File: src/rtl/texas_pkg.sv
// texas_pkg: shared constants for the texas_top dot-product block.
//   DEPTH_DEF   - default number of entries in the input/output memories
//   WEIGHTS_DEF - default packed byte coefficients {c3, c2, c1, c0}
//   DATA_W      - input word width, OUT_W - output word width
//   DOT_W       - width of the 4-lane unsigned dot product (never overflows)
//   ST_*        - FSM state encodings
package texas_pkg;

   localparam int          DEPTH_DEF   = 8;
   localparam logic [31:0] WEIGHTS_DEF = 32'h01020304;

   localparam int DATA_W = 32;
   localparam int OUT_W  = 64;
   localparam int DOT_W  = 18;

   typedef logic [1:0] state_t;

   localparam state_t ST_IDLE    = 2'd0;
   localparam state_t ST_COMPUTE = 2'd1;
   localparam state_t ST_DONE    = 2'd2;

endpackage

File: src/rtl/texas_dot4.sv
// dot4: combinational 4-lane unsigned byte multiply-accumulate.
//   data    - four unsigned bytes b3..b0 (b0 = [7:0])
//   weights - four unsigned byte coefficients c3..c0 (c0 = [7:0])
//   dot     - b3*c3 + b2*c2 + b1*c1 + b0*c0, 18 bits (max 4*255*255 fits)
module dot4
   import texas_pkg::*;
(
   input  logic [DATA_W-1:0] data,
   input  logic [DATA_W-1:0] weights,
   output logic [DOT_W-1:0]  dot
);

   always_comb begin
      dot = '0;
      for (int k = 0; k < 4; k++) begin
         dot = dot + DOT_W'(data[8*k +: 8]) * DOT_W'(weights[8*k +: 8]);
      end
   end

endmodule

File: src/rtl/texas_top.sv
// texas_top: input memory, one-entry-per-cycle dot-product pass, output memory.
//   clk           - rising-edge clock
//   rst_b         - synchronous active-high reset (clears pointers, FSM, out_mem, ram_out)
//   input_sram_in - word written to in_mem[wr_ptr] when write_input is high
//   write_input   - input memory write enable; wr_ptr wraps modulo DEPTH
//   start         - launches a pass over entries 0..DEPTH-1 (ignored while computing)
//   read_output   - loads ram_out from out_mem[rd_ptr] and advances rd_ptr
//   ram_out       - registered output entry {input word, 14'b0, dot}
module texas_top
   import texas_pkg::*;
#(
   parameter int          DEPTH   = DEPTH_DEF,
   parameter logic [31:0] WEIGHTS = WEIGHTS_DEF
)
(
   input  logic              clk,
   input  logic              rst_b,
   input  logic [DATA_W-1:0] input_sram_in,
   input  logic              write_input,
   input  logic              start,
   input  logic              read_output,
   output logic [OUT_W-1:0]  ram_out
);

   localparam int ADDR_W = (DEPTH > 1) ? $clog2(DEPTH) : 1;
   localparam int PAD_W  = OUT_W - DATA_W - DOT_W;

   logic [DATA_W-1:0] in_mem  [DEPTH];
   logic [OUT_W-1:0]  out_mem [DEPTH];

   logic [ADDR_W-1:0] wr_ptr;
   logic [ADDR_W-1:0] rd_ptr;
   logic [ADDR_W-1:0] idx;
   state_t            state;

   logic [DATA_W-1:0] cur_word;
   logic [DOT_W-1:0]  cur_dot;

   // Modulo-DEPTH increment that also works for non-power-of-two depths.
   function automatic logic [ADDR_W-1:0] next_ptr(input logic [ADDR_W-1:0] p);
      return (p == ADDR_W'(DEPTH - 1)) ? '0 : p + 1'b1;
   endfunction

   // A write landing on the entry being processed this cycle is forwarded,
   // so the pass never uses a value that is already stale.
   always_comb begin
      cur_word = in_mem[idx];
      if (write_input && (wr_ptr == idx)) begin
         cur_word = input_sram_in;
      end
   end

   dot4 u_dot4 (
      .data    (cur_word),
      .weights (WEIGHTS),
      .dot     (cur_dot)
   );

   // Input memory holds data only; it is not cleared by reset.
   always_ff @(posedge clk) begin
      if (!rst_b && write_input) begin
         in_mem[wr_ptr] <= input_sram_in;
      end
   end

   always_ff @(posedge clk) begin
      if (rst_b) begin
         state   <= ST_IDLE;
         idx     <= '0;
         wr_ptr  <= '0;
         rd_ptr  <= '0;
         ram_out <= '0;
         for (int k = 0; k < DEPTH; k++) begin
            out_mem[k] <= '0;
         end
      end else begin
         if (write_input) begin
            wr_ptr <= next_ptr(wr_ptr);
         end
         if (read_output) begin
            ram_out <= out_mem[rd_ptr];
            rd_ptr  <= next_ptr(rd_ptr);
         end
         case (state)
            ST_IDLE, ST_DONE: begin
               if (start) begin
                  state <= ST_COMPUTE;
                  idx   <= '0;
               end
            end
            ST_COMPUTE: begin
               out_mem[idx] <= {cur_word, {PAD_W{1'b0}}, cur_dot};
               if (idx == ADDR_W'(DEPTH - 1)) begin
                  state <= ST_DONE;
                  idx   <= '0;
               end else begin
                  idx <= idx + 1'b1;
               end
            end
            default: begin
               state <= ST_IDLE;
               idx   <= '0;
            end
         endcase
      end
   end

endmodule

File: config.mk
export PLATFORM = sky130hd
export DESIGN_NAME = texas_top
export DESIGN_NICKNAME = d
export VERILOG_FILES = /design/src/rtl/texas_pkg.sv /design/src/rtl/texas_dot4.sv /design/src/rtl/texas_top.sv
export SDC_FILE = /design/constraint.sdc
export NUM_CORES = 1
export LEC_CHECK = 0
export ABC_AREA = 1
export ABC_CLOCK_PERIOD_IN_PS = 8700
export CORE_ASPECT_RATIO = 1.4
export CORE_MARGIN = 3
export CORE_UTILIZATION = 35
export CTS_BUF_LIST = sky130_fd_sc_hd__clkbuf_8 sky130_fd_sc_hd__clkbuf_16
export DETAILED_ROUTE_END_ITERATION = 8
export PLACE_DENSITY_LB_ADDON = 0.08
export SYNTH_ARGS = -nofsm -noshare
export SYNTH_HDL_FRONTEND = slang
export SYNTH_HIERARCHICAL = 1
export SYNTH_SLANG_ARGS = --single-unit
File: constraint.sdc
create_clock -name clk -period 8.7 [get_ports clk]
set_input_delay 1.74 -clock clk [delete_from_list [all_inputs] [get_ports clk]]
set_output_delay 1.74 -clock clk [all_outputs]
set_load 0.02 [all_outputs]
== After elaboration in Yosys (flattened, before gate mapping) ==
Memories as Yosys holds them, arrays and structs flattened. A register that Yosys moved wholly into a read port is not among the register bits.
Index checks and enable logic that the tools add are counted.
Word-level totals
  input bits: 37
  RAM bits: 656
  memories kept: 2
  register bits after elaboration: 75
Operators by class
  multiplexer cells: 21
  reduce and logical (&&, ||, !) cells: 7
  equal/unequal tests: 8
  multiply operators: 1
  $add $sub $neg: 6
Memories
  out_mem: words 8, bits a word 50, read ports 1, clocked after Yosys merged registers in 1, wr ports 8, RTL line texas_top.sv:29  | logic [OUT_W-1:0] out_mem [DEPTH];
  in_mem: words 8, bits a word 32, read ports 1, clocked after Yosys merged registers in 1, wr ports 1, RTL line texas_top.sv:28  | logic [DATA_W-1:0] in_mem [DEPTH];
Operators by type and width (count)
  50-bit two-way mux: 1
  50-bit OR reduction: 1
  32-bit two-way mux: 1
  3-bit two-way mux: 7
  18-bit by 8-bit adder with 18-bit output: 1
  18-bit by 9-bit adder with 18-bit output: 1
  10-bit by 16-bit adder with 17-bit output: 1
  8-bit by 2-bit multiplier with 10-bit output, second input constant: 1
  3-bit by 1-bit adder with 3-bit output, second input constant: 3
  3-bit equality test, second input constant: 3
  1-bit two-way mux: 8
  3-bit one-hot mux with 2 select lines: 1
  2-bit two-way mux: 2
  2-bit != test, second input constant: 2
  2-bit one-hot mux with 2 select lines: 1
  3-bit equality test: 1
  2-bit by 1-bit equality test with 1-bit output, second input constant: 1
  2-bit equality test, second input constant: 1
  1-bit logical AND: 2
  2-bit logical NOT: 1
  2-bit AND reduction: 1
  2-bit OR reduction: 1
  1-bit logical NOT: 1

== Logic depth before layout (Yosys ltp) ==
Gate-level depths: netlist (run 1).
  depth after elaboration: 8
  gate-level depth with buffers: 38
  depth with buffers taken out: 36

== By module ==
The synthesis (run 1) kept the hierarchy.
Modules (own cells, without submodules)
  texas_top: area each 31685.4 um2, cells an instance 3068, times used 1, sequential area each 20980.1 um2
  dot4: area each 9786.9 um2, cells an instance 1303, times used 1, sequential area each 0.0 um2

== Worst setup path after synthesis (run 1) ==
No wires, ideal clock.
  path type: input-to-reg
  start point: in write_input
  end point: mem out_mem[0][11] (netlist name), data pin
  buffers on the path: 1
  arrival time: 7.625 ns
  path slack: 0.816 ns
  library setup time: 0.259 ns
  cell stages on the path: 28
  cell sequence: nand2_1 nor2_1 nand2_2 clkinv_2 nand2_1 nand2_1 clkbuf_1 nand2_1 fa_1 fa_1 fa_1 fa_1 inv_1 fa_1 fa_1 fa_1 inv_1 fa_1 inv_1 ha_1 nand2_1 inv_2 nand2_1 nor2_1 nor2_1 xnor2_1 inv_1 nor2_1
RTL lines
  from (decl): RTL line texas_top.sv:19  | input logic write_input,
  to (decl): RTL line texas_top.sv:29

==> results.yml, run 1 <==
synthesis:
  synth_edf_count: 656
  synth_top_cells_by_count: "nand2_1 (867), inv_1 (832), edfxtp_1 (656), nor2_1 (360), a21oi_1 (326)"
  synth-seq-cells: 720
  ys_async_sr_fraction_pct: 0
  synth_top_area_share_pct: 47.5
  yosys-top-cells-area: "edfxtp_1 (47%), fa_1 (11%), nand2_1 (7.8%)"
  synth_warnings: 56
  synth_area_per_cell_sq_um: 9.49
  synth_top_area_cell: "edfxtp_1"
  yosysMostFrequentCell: "nand2_1"
  synth_ff_type: "edfxtp_1"
  synthDistinctLibCells: 36
  syn_inst: 4371
  syn_area_sq_um: 41500
  ys_seq_area_share_pct: 50.6
critical_path:
  cp_max_fo: 8
  crit_type: "in2reg"
  critPathMaxStageDelay_ps: 530
  critPathLaunchType: "primary input"
  crit_slowest_cell: "fa_1"
  end_kind: "flop"
  cp.required_ps: 9080
  crit_top_cell: "fa_1"
  cp.arrival_ps: 8380
sta:
  finalHoldViolCount: 0
  finalClockSkew_ps: 43.8
  worst_pin_slew_ps: 1140
  relSlewSlack_pct: 24.2
  min_period_ps: 8000
  post-route-period-util_pct: 92.0
  tns_ps: 0
  slew_violations: 0
  setup_ws_ps: 696
  fmax_mhz: 125
  finalSetupViolations: 0
  grt_setup_unrepaired: "false"
cells_and_area:
  layout.nets: 4884
  fin_area_sq_um: 47300
  final_util_pct: 40.5
  drive_gt1_share_pct: 8.37
  synthToLayoutAreaGrowth_pct: 14.2
place:
  gp_congestion: 0.837
  portBuffers: 86
  dp_slack_ps: 1.26
  dp_hpwl_um: 81600
  dpl_cell_area_sq_um: 44800
route:
  drt_wl_total_um: 129000
  ant_nets: 0
  vias_per_cell: 4.82
  vias: 29500
  dr.pass1.iters: 5
  drc: 0
  wl_per_cell_um: 21.1
  drt_iter0_markers: 1915
die:
  pin_count: 101
  start_util_pct: 35.5
  core_sq_um: 117000
  die_y_um: 413
  die_x_um: 297
  placementRows: 148
  dieArea_sq_um: 123000
cts:
  cts_setup_buffers: 0
  cts_made_buffers: 79
  clk_latency_ps: 680
  path_clk_slew_ps: 60
  hold_buffers: 0
  root_buffer: "clkbuf_16"
  ctsResizeCount: 0
  clkSinkCount: 720
  h-tree-depth: 3
  cts_tree: "done"
  ctsLongestPathBuffers: 3
global_route:
  grt_first_pass_wirelength_um: 192000
  antenna_found_initial: 3
  grt_max_degree: 208
  grt_pass1_vias: 29600
  track_usage_pct: 21.0
  grt-ovfl-total: 0
job:
  drv_cap: 0
hold_path:
  hold_path.class: "reg2reg"
status:
  status: "complete, no violations"
==> state kept, by name, indices dropped and copies added (netlist names), named ones only <==
register,count
state,2
rd_ptr,3
idx,3
wr_ptr,3
out_mem,400
in_mem,256
ram_out,50
==> layout by cell type (no fill, tap or decap), types with 5 or more instances in the layout <==
cell / count
nand2_1: 859
inv_1: 855
edfxtp_1: 656
nor2_1: 352
a21oi_1: 326
nand3_1: 293
fa_1: 224
buf_4: 167
ha_1: 135
o21ai_0: 130
o211ai_1: 106
clkdlybuf4s50_1: 85
clkbuf_16: 80
dfxtp_1: 60
conb_1: 46
nand2_4: 27
nand2_2: 24
o21ai_1: 19
nand3_2: 11
nor2_4: 10
clkbuf_8: 10
inv_2: 9
clkinv_2: 9
clkinv_1: 9
buf_12: 6
xnor2_1: 5
==> critical path: cells and delay by family <==
kind	cells	cell delay [ps]
and+or+nand+nor	11	1130
buffers and inverters	8	1160
adders and majority gates	9	4220
xor gates and xnor gates	1	110
==> per-stage QoR <==
stage | cells | hold WS, ps
after floorplan | 4415 | 439
after global placement | 5982 | 454
after detailed placement | 5982 | 460
after CTS | 6126 | 467
after global routing | 6127 | 497
final | 6130 | 469
==> routing by layer <==
layer / up-vias / track usage, % / part of all wire, %
li1: 14100 / - / -
met1: 14700 / 25.7 / 42
met2: 613 / 38.4 / 51
met3: 166 / 2.24 / 3.8
met4: 0 / 7.36 / 3.3
met5: - / 0 / 0
==> cell families after synthesis <==
family	after synthesis	synth area share, %
compound gates	583	7.71
xor+xnor	8	0.169
fa+ha+maj	359	14.9
buf+inv	1110	10.6
flops	720	50.6
other cells	2	0.0181
simple gates	1589	16.1
==> cell type report <==
cell class	count	area (sq um)
antenna	4	10.0
clock buffer	90	2140
clock inverter	54	439
fill	11600	69500
inverter	844	3180
multi-input combinational	2585	16400
sequential	720	21000
tap	1575	1970
timing repair buffer	258	2220
==> worst paths after layout <==
| kind | from | end | slack, ps | depth (start not counted) |
|---|---|---|---|---|
| max | write_input | out_mem[6][11] | 700 | 29 |
| min | state[1] | state[1] | 470 | 2 |
| max reg2reg | flop | out_mem[6][11] | 1190 | 27 |
| min reg2reg | state[1] | state[1] | 470 | 2 |
Power of run 1 is left out: the tool's default activity adds up to more than one toggle a clock period on the data nets, which glitch-free logic cannot reach.
==> inputs of run 2 (changes only) <==
--- a/config.mk
+++ b/config.mk
@@ -12,8 +12,8 @@
 export CORE_UTILIZATION = 35
 export CTS_BUF_LIST = sky130_fd_sc_hd__clkbuf_8 sky130_fd_sc_hd__clkbuf_16
 export DETAILED_ROUTE_END_ITERATION = 8
+export DONT_BUFFER_PORTS = 1
 export PLACE_DENSITY_LB_ADDON = 0.08
 export SYNTH_ARGS = -nofsm -noshare
 export SYNTH_HDL_FRONTEND = slang
-export SYNTH_HIERARCHICAL = 1
 export SYNTH_SLANG_ARGS = --single-unit
==> run 2 against run 1 <==
  * Sequential share of layout area increased by 17 points
  * Worst setup slack better by 1700 ps
  * Critical path depth shrank 3
  * Die area shrank 30%
  * Final cell count decreased by 42%
  * Global-route usage decreased by 1.2 points
  * First-iteration DRC count decreased by 36%
  * Hold slack got worse by 6.0 ps
==> results.yml, run 2 <==
cts:
  ctsResizeCount: 0
  clkSinkCount: 666
  cts_tree: "done"
  h-tree-depth: 3
  cts_setup_buffers: 0
  path_clk_slew_ps: 60
  clk_latency_ps: 630
  root_buffer: "clkbuf_16"
  ctsLongestPathBuffers: 3
  cts_made_buffers: 71
  hold_buffers: 0
critical_path:
  critPathMaxStageDelay_ps: 640
  crit_slowest_cell: "dfxtp_4"
  crit_top_cell: "nand2_1"
  critPathBufInv: 4
  critPathLaunchType: "flop"
  crit_type: "reg2reg"
  cp.required_ps: 9050
  cp.arrival_ps: 6680
  cp_max_fo: 48
  end_kind: "flop"
  crit_family: "adder cells"
place:
  gp_congestion: 0.773
  dpl_cell_area_sq_um: 29700
  portBuffers: 0
  dp_hpwl_um: 47000
cells_and_area:
  layout.nets: 2535
  fin_area_sq_um: 31900
  largest_reg_flops: 352
  n_fill_cell: 7720
  regArea_sq_um: 19400
  diodes: 0
  synthToLayoutAreaGrowth_pct: 11.3
  largestRegisters: "out_mem (352), in_mem (256), ram_out (44)"
  final_common_cell: "nor2_1"
  multi_input_area_sq_um: 8230
  regMostFlops: "out_mem"
  final_cell_mix: "nor2_1 (657), edfxtp_1 (608), o21ai_0 (289)"
  drive_gt1_share_pct: 9.63
die:
  start_util_pct: 35.5
  dieArea_sq_um: 85400
  die_x_um: 248
  placementRows: 123
  pin_count: 101
  core_sq_um: 80800
  die_y_um: 345
synthesis:
  syn_inst: 2507
  synth_edf_count: 608
  yosys-top-cells-area: "edfxtp_1 (64%), nor2_1 (8.7%), o21ai_0 (5.0%)"
  synth_top_area_cell: "edfxtp_1"
  synth_warnings: 0
  synth-seq-cells: 666
  ys_seq_area_share_pct: 67.7
  synth_area_per_cell_sq_um: 11.4
  ys_async_sr_fraction_pct: 0
  synth_top_cells_by_count: "nor2_1 (665), edfxtp_1 (608), o21ai_0 (289), nand2_1 (177), clkbuf_1 (112)"
  synth_top_area_share_pct: 63.7
  synthDistinctLibCells: 45
  synth_ff_type: "edfxtp_1"
  syn_area_sq_um: 28700
  yosysMostFrequentCell: "nor2_1"
route:
  drt_wl_total_um: 84200
  vias: 18800
  ant_nets: 0
  dr.pass1.iters: 6
  drc: 0
  drt_iter0_markers: 1217
  wl_per_cell_um: 23.5
  vias_per_cell: 5.24
sta:
  finalClockSkew_ps: 20.5
  finalHoldWorstSlack_ps: 463
  fmax_mhz: 158
  post-route-period-util_pct: 72.8
  relSlewSlack_pct: 31.5
  finalHoldViolCount: 0
  worst_pin_slew_ps: 1030
  grt_setup_unrepaired: "false"
  tns_ps: 0
  min_period_ps: 6340
  finalSetupViolations: 0
  slew_violations: 0
status:
  status: "complete, no violations"
power_and_ir_drop:
  irDropWorstVdd_mv: 0.330
  power_leakage_nw: 11.3
  power_w: 0.00866
  p_per_area_nw_per_um2: 271
global_route:
  grt_first_pass_wirelength_um: 124000
  grt-ovfl-total: 0
  track_usage_pct: 19.8
  grt_max_degree: 94
  antenna_found_initial: 0
  grt_pass1_vias: 18800
job:
  drv_cap: 0
hold_path:
  hold_path.class: "reg2reg"
[run 2: cell count changes after synthesis, sizes merged, moves of 149 or more]
cell   change
nand3    -247
nand2    -718
fa       -215
o21ai    +149
a21oi    -253
nor2     +302
inv      -757
[run 2: logic make-up after synthesis]
group,Yosys count,share of synthesized area [%]
compound gates,532,11.2
xor+xnor,16,0.489
fa+ha+maj,40,1.98
buf+inv,273,4.16
flops,666,67.7
mux,44,1.54
other cells,1,0.0131
simple gates,935,12.9
[run 2: final timing paths]
path / start / endpoint / slack (ps) / cells after the start
setup reg to reg: flop / out_mem[0][9] / 2360 / 26
hold / removal: state[1] / state[1] / 460 / 2
setup / recovery: flop / out_mem[0][9] / 2360 / 26
hold reg to reg: state[1] / state[1] / 460 / 2
[run 2: final cells by class]
cell class / instances / area share, %
tap: 1062 / 4.16
sequential: 666 / 60.9
inverter: 85 / 1.02
timing repair buffer: 47 / 1.11
multi-input combinational: 1587 / 25.8
clock buffer: 81 / 6.03
clock inverter: 47 / 0.980
[run 2: tightest hold or removal path: stages, from the launching register on]
cell,delay [ps]
dfxtp_1,310
nand2_1,60
a21oi_1,50
[run 2: metrics by stage]
stage               instances  util (%)  setup slack, ps
global route             3575      39.5             1720
floorplan                2526         -             2510
global placement         3447      36.7             1850
detailed placement       3447      36.7             1790
finish                   3575      39.5             2360
CTS                      3575      39.5             2300
[run 2: power breakdown]
group | leakage, nW | total, W | internal [W] | switching [W]
clock network | 1.18 | 0.00293 | 0.00165 | 0.00128
logic | 3.69 | 0.00202 | 0.000549 | 0.00147
registers | 6.44 | 0.00371 | 0.00363 | 0.0000858
total | 11.3 | 0.00866 | 0.00583 | 0.00283
[run 2: metal layers]
layer	vias to the layer above	global-route usage, %	share of wire, %
met2	414	36.0	52
met5	-	0	0
met4	0	6.29	2.5
met1	9430	24.0	41
li1	8802	-	-
met3	104	2.94	4.3
No activity file was read; power rests on OpenSTA's default activity.
==> inputs of run 3 (changes only) <==
--- a/config.mk
+++ b/config.mk
@@ -6,7 +6,7 @@
 export NUM_CORES = 1
 export LEC_CHECK = 0
 export ABC_AREA = 1
-export ABC_CLOCK_PERIOD_IN_PS = 8700
+export ABC_CLOCK_PERIOD_IN_PS = 6630
 export CORE_ASPECT_RATIO = 1.4
 export CORE_MARGIN = 3
 export CORE_UTILIZATION = 35
==> constraint.sdc (replaced) <==
create_clock -name clk -period 6.63 [get_ports clk]
set_input_delay 1.326 -clock clk [delete_from_list [all_inputs] [get_ports clk]]
set_output_delay 1.326 -clock clk [all_outputs]
set_load 0.02 [all_outputs]
==> run 3 against run 2 <==
  * Utilization up 0.34 points
  * Clock skew is 11 ps higher
  * Hold slack improved by 10 ps
  * Global-route usage rose by 0.12 points
  * Design area increased by 0.85%
  * Flip-flop and latch count unchanged
  * First-iteration DRC count increased by 9.4%
  * Sequential power rose by 31%
  * Total power up 37%
  * Combinational power rose by 44%
  * Die area is the same
==> results.yml, run 3 (synthesis gave the netlist of run 2 again) <==
cts:
  path_clk_slew_ps: 60
  h-tree-depth: 3
  cts_made_buffers: 74
  cts_setup_buffers: 0
  ctsResizeCount: 0
  cts_tree: "done"
  clk_latency_ps: 630
  ctsLongestPathBuffers: 3
  hold_buffers: 0
  root_buffer: "clkbuf_16"
  clkSinkCount: 666
critical_path:
  cp_max_fo: 14
  crit_type: "in2reg"
  end_kind: "flop"
  cp.required_ps: 6970
  crit_start: "write_input"
  path_depth: 25
  crit_slowest_cell: "fa_1"
  r2r_end: "out_mem[5][10]"
  cp.arrival_ps: 5890
  r2r_cells: 28
  rrSetupSlack_ps: 1110
  critPathBufInv: 3
  crit_top_cell: "nand2_1"
  crit_family: "adder cells"
  critPathLaunchType: "primary input"
  crit_end: "out_mem[6][11]"
  critPathMaxStageDelay_ps: 440
route:
  dr.pass1.iters: 5
  drc: 0
  vias_per_cell: 5.27
  ant_nets: 0
  drt_iter0_markers: 1332
  vias: 18900
  drt_wl_total_um: 85400
  wl_per_cell_um: 23.8
sta:
  setup_ws_ps: 1080
  slew_violations: 0
  worst_pin_slew_ps: 1080
  post-route-period-util_pct: 83.7
  finalHoldViolCount: 0
  finalSetupViolations: 0
  relSlewSlack_pct: 27.5
  grt_setup_unrepaired: "false"
  finalClockSkew_ps: 31.4
  min_period_ps: 5550
  tns_ps: 0
  fmax_mhz: 180
cells_and_area:
  layout.nets: 2549
  n_fill_cell: 7646
  largestRegisters: "out_mem (352), in_mem (256), ram_out (44)"
  drive_gt1_share_pct: 10.0
  final_cell_mix: "nor2_1 (657), edfxtp_1 (608), o21ai_0 (289)"
  diodes: 0
  synthToLayoutAreaGrowth_pct: 12.2
  regMostFlops: "out_mem"
  final_common_cell: "nor2_1"
  multi_input_area_sq_um: 8230
  largest_reg_flops: 352
  regArea_sq_um: 19400
die:
  die_y_um: 345
  die_x_um: 248
  pin_count: 101
  start_util_pct: 35.5
  core_sq_um: 80800
  placementRows: 123
  dieArea_sq_um: 85400
place:
  dp_hpwl_um: 48100
  gp_congestion: 0.806
  dp_slack_ps: 466
  portBuffers: 0
global_route:
  track_usage_pct: 19.9
  grt_pass1_vias: 19000
  antenna_found_initial: 0
  grt-ovfl-total: 0
  grt_max_degree: 130
  grt_first_pass_wirelength_um: 125000
status:
  status: "complete, no violations"
power_and_ir_drop:
  irDropWorstVdd_mv: 0.342
  p_per_area_nw_per_um2: 368
  power_leakage_nw: 11.4
job:
  drv_cap: 0
hold_path:
  hold_path.class: "reg2reg"
run 3: layer usage:
layer | global-route usage, % | up-vias | part of all wire [%]
met1 | 24.4 | 9503 | 41
met2 | 35.6 | 472 | 51
li1 | - | 8833 | -
met5 | 0 | - | 0
met3 | 3.04 | 119 | 4.8
met4 | 6.96 | 0 | 2.9
run 3: final cells by class:
type                            count  area share [%]
Clock buffer                       77            5.95
Multi-Input combinational cell   1587            25.6
Sequential cell                   666            60.4
Tap cell                         1062            4.13
Timing Repair Buffer               58            1.43
Inverter                           85            1.01
Clock inverter                     59            1.51
run 3: metrics by stage:
step	instances	total power, W	instance area [sq um]	util [%]	hold WS (ps)
after floorplan	2526	0.00682	28700	-	444
final	3594	0.0119	32200	39.8	473
after global routing	3594	0.0125	32200	39.8	479
after global placement	3458	0.00784	29800	36.9	446
after detailed placement	3458	0.00788	29800	36.9	459
after CTS	3594	0.0120	32200	39.8	469
run 3: worst min-delay path by stage:
stage               cells after the start  startpoint  endpoint
floorplan                               2    state[1]  state[1]
global placement                        2    state[1]  state[1]
detailed placement                      2    state[1]  state[1]
CTS                                     2    state[1]  state[1]
global route                            2    state[1]  state[1]
finish                                  2    state[1]  state[1]
run 3: worst min-delay path, delay by kind of cell (launching register included):
family             cells  cell delay, ps
and+or+nand+nor        1              60
AOI/OAI and AO/OA      1              60
DFF                    1             310
run 3: report_power, final:
part           leakage, nW  internal (W)  total, W  switching (W)
logic                 3.75      0.000921   0.00291        0.00199
clock network         1.26       0.00238   0.00408        0.00171
registers             6.44       0.00476   0.00486       0.000100
total                 11.4       0.00805    0.0119        0.00380
==> variant 1, RTL diff (config.mk and constraints of run 2) <==
The package constant `OUT_W` goes from 64 to 96.
--- a/src/rtl/texas_pkg.sv
+++ b/src/rtl/texas_pkg.sv
@@ -11,5 +11,5 @@
 
    localparam int DATA_W = 32;
-   localparam int OUT_W  = 64;
+   localparam int OUT_W  = 96;
    localparam int DOT_W  = 18;
 
Interface: changed (resized ram_out); port bits go from 101 to 133. The function was not compared with the original's and may differ.
==> variant 1 against run 2 <==
- setup slack got worse by 0.14 ns
- routed wire length increased by 3.5%
- power decreased by 0.14%
- design area increased by 0.14%
- synthesized area rose by 0.84%
- sequential cell count unchanged
- count of clock-buffer cells in the layout is 4 lower
- sequential share of layout area fell by 0.086 points
- sequential power barely moved
==> variant 1: results (changes against run 2) <==
| Metric | Value |
|---|---|
| Largest registers | out_mem x352, in_mem x256, ram_out x44 |
| Max FO, Critical Path | 24 (-50%) |
| Post-synthesis async set-or-reset flop share | 0 (unchanged) |
| CTS Buf Count | 70 (-1.4%) |
| GRT Overall Usage | 0.1993 (+0.001195) |
| Main flop type after synthesis | edfxtp_1 |
| Slew headroom | 0.3261 (+0.01098) |
| WL/cell | 24.13 um (+2.5%) |
| Drt pass-1 iters | 5 (-1) |
| First-pass GRT wire length | 128,300 um (+3.3%) |
| Port buffer count | 0 (unchanged) |
| Post-Synth XOR/XNOR Area | 0.004847 (-0.00004062) |
| Placement Cell Area | 29,770 um^2 (+0.33%) |
| Synth unique cells | 45 (unchanged) |
| Vias in the first global route | 18,908 (+0.57%) |
| Synth cell count leaders | 665 x nor2_1, 608 x edfxtp_1, 289 x o21ai_0, 177 x nand2_1, 112 x clkbuf_1 |
| EDFF count, synth | 608 (unchanged) |
| CTS H-tree lvls | 3 (unchanged) |
| Adder-Cell Fraction of Synth Area | 0.01965 (-0.0001646) |
| Postcts setup bufs | 0 (unchanged) |
| 1st-iter DRT viols | 1,079 (-11%) |
| Hpwl dp | 48,470 um (+3.1%) |
| Nets | 2,562 (+1.1%) |
| LEAKAGE | 11.35 nW (+0.34%) |
| Synth warn | 0 (unchanged) |
| Skew final | 0.01636 ns (-0.004101 ns) |
| HP Class | flop to flop |
| Antenna violations before repair | 0 (unchanged) |
| Synth Area in Compound Gates | 0.1106 (-0.0009269) |
| RD Place Congestion | 0.7789 (+0.78%) |
| Status | complete, no violations |
| # diodes | 0 (unchanged) |
| Post-route setup TNS | 0 ns (unchanged) |
| VDD IR max | 0.3034 mV (-8.1%) |
| Largest net degree at the start of global routing | 94 (unchanged) |
| CTS root buf | clkbuf_16 |
| Seq/Total Area, Yosys | 0.6717 (-0.005628) |
| Post-CTS sizing | 0 (unchanged) |
| Via density | 5.277 (+0.61%) |
| Share of post-route cells with drive strength above 1 | 0.09259 (-0.003707) |
| CTS max path bufs | 3 (unchanged) |
| Mux contribution to synthesized area | 0.01523 (-0.0001276) |
| Clock latency on the worst-skew pair | 0.63 ns (about the same) |
| Area contributors post-synth | edfxtp_1 63%, nor2_1 8.6%, o21ai_0 5.0% |
| Worst-path clk slew | 0.06 ns (about the same) |
-- variant 1: cell types whose count changed after synthesis --
cell,delta
buf_4,+32
-- variant 1: logic make-up after synthesis --
group / count (synthesis)
simple gates: 935
flops: 666
compound gates: 532
buf+inv: 305
mux: 44
fa+ha+maj: 40
xor+xnor: 16
other cells: 1
-- variant 1: power breakdown --
| part | internal, mW | leakage [nW] | total (mW) | switching [mW] |
|---|---|---|---|---|
| combinational | 0.549 | 3.77 | 2.04 | 1.50 |
| sequential | 3.63 | 6.44 | 3.71 | 0.0865 |
| clock | 1.61 | 1.14 | 2.89 | 1.28 |
| total | 5.78 | 11.3 | 8.65 | 2.86 |
-- variant 1: cell type report --
type,count,area [um^2]
multi-input cells,1619,8349
inverters,85,322.8
repair buffers,43,322.8
fillers,7815,49810
well taps,1071,1340
clock inverters,48,325.3
clock buffers,77,1859
flip-flops and latches,666,19430
-- variant 1: final timing paths --
check                       end  slack [ns]         from  cells after the start
setup / recovery  out_mem[5][9]        2.23  write_input                     24
hold / removal         state[1]        0.47     state[1]                      2
setup reg to reg  out_mem[5][9]        2.29         flop                     30
hold reg to reg        state[1]        0.47     state[1]                      2
-- variant 1: metal layers --
layer / track usage / part of all wire / up-vias
met5: 0 / 0 / -
met4: 0.06459 / 0.026 / 0
met3: 0.02892 / 0.049 / 111
met2: 0.3623 / 0.52 / 485
met1: 0.2424 / 0.40 / 9621
li1: - / - / 8826
-- variant 1: critical path, stage by stage --
cell	delay, ns
nand2_1	0.04
nor2_2	0.11
nand2_2	0.40
o21ai_2	0.52
inv_1	0.15
ha_1	0.24
ha_1	0.21
inv_1	0.06
nand2_1	0.10
xnor2_1	0.23
inv_1	0.09
fa_1	0.43
xnor2_1	0.23
fa_1	0.44
ha_1	0.36
a21oi_1	0.17
o21ai_0	0.15
nand3_1	0.12
nand2_1	0.06
nand2_1	0.07
nand2_1	0.05
a21oi_1	0.20
xor2_1	0.52
nor2_1	0.09
-- variant 1: stage by stage --
step	total power, mW	instances	setup WS, ns	util	hold WS [ns]
2_1_floorplan	5.218	2590	2.510	-	0.4439
3_3_place_gp	5.815	3484	1.708	0.3641	0.4465
3_5_place_dp	5.841	3484	1.576	0.3641	0.4515
4_1_cts	8.767	3609	2.240	0.3908	0.4661
5_1_grt	9.108	3609	1.605	0.3908	0.4969
6_report	8.648	3609	2.228	0.3908	0.4667
==> variant 2, RTL diff (config.mk and constraints of run 2) <==
Made on the original files. Put one more register stage on the output `ram_out`. The value now appears one clock later. Comments in the files are not updated.
--- a/src/rtl/texas_top.sv
+++ b/src/rtl/texas_top.sv
@@ -25,4 +25,6 @@
    localparam int ADDR_W = (DEPTH > 1) ? $clog2(DEPTH) : 1;
    localparam int PAD_W  = OUT_W - DATA_W - DOT_W;
+
+   logic [OUT_W-1:0] ram_s0;
 
    logic [DATA_W-1:0] in_mem  [DEPTH];
@@ -70,5 +72,5 @@
          wr_ptr  <= '0;
          rd_ptr  <= '0;
-         ram_out <= '0;
+         ram_s0 <= '0;
          for (int k = 0; k < DEPTH; k++) begin
             out_mem[k] <= '0;
@@ -79,5 +81,5 @@
          end
          if (read_output) begin
-            ram_out <= out_mem[rd_ptr];
+            ram_s0 <= out_mem[rd_ptr];
             rd_ptr  <= next_ptr(rd_ptr);
          end
@@ -106,4 +108,8 @@
    end
 
+   always_ff @(posedge clk) begin
+      ram_out <= ram_s0;
+   end
+
 endmodule
 
Check against the original RTL: not equivalent (a bounded check fails within 4 cycles, from zero or initial values and one cycle with rst_b high).
==> variant 2 against run 2 <==
- critical endpoint is now out_mem[1][10]
- core utilization down 0.076 points
- hold slack worse by 0.12 ns
- largest power group unchanged
- final cell count up 0.92%
- critical path depth up 3
- routed wire length down 0.91%
- synthesized area up 3.1%
- setup slack worse by 0.22 ns
- power up 5.1%
- first-iteration DRC count down 12%
- non-clock buffer count down 6
- sequential share of layout area up 0.92 points
- sequential cell count up 44
- design area up 3.0%
- critical path type is now primary input to flop
==> variant 2: results (changes against run 2) <==
| Metric | Value |
|---|---|
| Synth unique cells | 51 (+13%) |
| Worst-Margin Slew | 1.048 ns (+0.02108 ns) |
| Drt pass-1 iters | 5 (-1) |
| DRT met1 WL | 34,590 um (+0.84%) |
| Worst setup margin | 2.147 ns (-0.2177 ns) |
| Worst setup path end | out_mem[1][10] |
| Synth Area in Compound Gates | 0.1125 (+0.0009742) |
| Max FO, Critical Path | 21 (-56%) |
| Mux contribution to synthesized area | 0.01490 (-0.0004661) |
| Clock latency on the worst-skew pair | 0.61 ns (-0.02 ns) |
| Via count | 19,023 (+1.5%) |
| Share of post-route cells with drive strength above 1 | 0.09134 (-0.004959) |
| Synth cell count leaders | 658 x nor2_1, 608 x edfxtp_1, 282 x o21ai_0, 162 x nand2_1, 113 x clkbuf_1 |
| CP max stage cell | xor2_1 |
| EDFF count, synth | 608 (unchanged) |
| VDD IR max | 0.3321 mV (+0.53%) |
| Hpwl dp | 45,300 um (-3.6%) |
| Pre-CTS WS | 1.494 ns (-0.2972 ns) |
| Skew final | 0.01909 ns (-0.001378 ns) |
| Fin cells | 3,608 (+0.92%) |
| GRT Overall Usage | 0.1894 (-0.008658) |
| LEAKAGE | 11.69 nW (+3.4%) |
| CP peak stage delay | 0.49 ns (-0.15 ns) |
| Arr. time, crit path | 6.89 ns (+0.21 ns) |
| Largest registers | out_mem x352, in_mem x256 |
| DR WL met2 | 42,010 um (-4.7%) |
| WL met3 | 4208 um (+16%) |
| Adder-Cell Fraction of Synth Area | 0.02048 (+0.0006684) |
| 1st-iter DRT viols | 1,070 (-12%) |
| Avg Cell Area, Syn | 11.72 um^2 (+2.5%) |
| Post-Synth XOR/XNOR Area | 0.004993 (+0.0001056) |
| R2R cell count | 31 (+19%) |
| RD Place Congestion | 0.7898 (+2.2%) |
| Seq/Total Area, Yosys | 0.6866 (+0.009241) |
| Area contributors post-synth | edfxtp_1 62%, nor2_1 8.4%, dfxtp_1 6.9% |
| First-pass GRT wire length | 124,200 um (about the same) |
| Nets | 2,552 (+0.67%) |
| Final WL | 83,400 um (-0.91%) |
| Inst Count DP | 3,474 (+0.78%) |
| Status | complete, no violations |
[variant 2: cell types whose count changed after synthesis, sizes merged, moves of 6 or more]
| cell | before | now |
|---|---|---|
| dfxtp | 58 | 102 |
| nand2 | 192 | 173 |
| o22ai | 28 | 14 |
| nor3 | 13 | 2 |
| o32ai | 33 | 44 |
| nand3 | 57 | 47 |
| nor2 | 668 | 659 |
| o211ai | 8 | 15 |
| o21ai | 298 | 292 |
[variant 2: power breakdown]
| group | internal, mW | switching (mW) | total, mW |
|---|---|---|---|
| Sequential | 3.85 | 0.0805 | 3.93 |
| Clock | 1.78 | 1.31 | 3.09 |
| Combinational | 0.578 | 1.51 | 2.09 |
| Total | 6.20 | 2.90 | 9.10 |
[variant 2: worst min-delay path by stage]
stage | slack, ns | depth (start not counted) | start | to
after global placement | 0.33 | 0 | ram_s0[40] | ram_out[40]
after CTS | 0.35 | 0 | ram_s0[38] | ram_out[38]
after global routing | 0.35 | 0 | ram_s0[2] | ram_out[2]
after floorplan | 0.33 | 0 | ram_s0[0] | ram_out[0]
after detailed placement | 0.34 | 0 | ram_s0[0] | ram_out[0]
final | 0.35 | 0 | ram_s0[51] | ram_out[51]
[variant 2: per-layer routing]
layer  track usage  vias to the layer above
li1              -                     8871
met1        0.2295                     9551
met2        0.3358                      457
met3       0.03799                      144
met4       0.06516                        0
met5             0                        -
[variant 2: through the flow]
stage	utilization	hold slack [ns]	instance area (um^2)
floorplan	-	0.3259	29640
global placement	0.3660	0.3326	30510
detailed placement	0.3660	0.3353	30510
CTS	0.3942	0.3489	32860
global route	0.3942	0.3544	32860
finish	0.3942	0.3474	32860
[variant 2: worst max-delay path, delay by kind of cell]
kind	cells	cell delay, ns
xor+xnor	3	0.79
simple gates	10	1.17
fa+ha+maj	4	1.35
buf+inv	6	0.86
compound gates	6	0.98
[variant 2: logic make-up (layout without fill, tap and decap cells)]
group	after synthesis	count (layout)
AO/OA/AOI/OAI	543	543
XOR/XNOR	16	16
adder cells (fa/ha/maj)	43	43
buffers and inverters	279	266
flip-flops	710	710
multiplexers	44	44
other	1	20
AND/OR/NAND/NOR	887	887
[variant 2: area by class of cell]
type,instances,area share
Multi-Input combinational cell,1553,0.2492
Sequential cell,710,0.6183
Clock buffer,82,0.06142
Timing Repair Buffer,41,0.009367
Clock inverter,52,0.01001
Tap cell,1079,0.04109
Inverter,91,0.01066
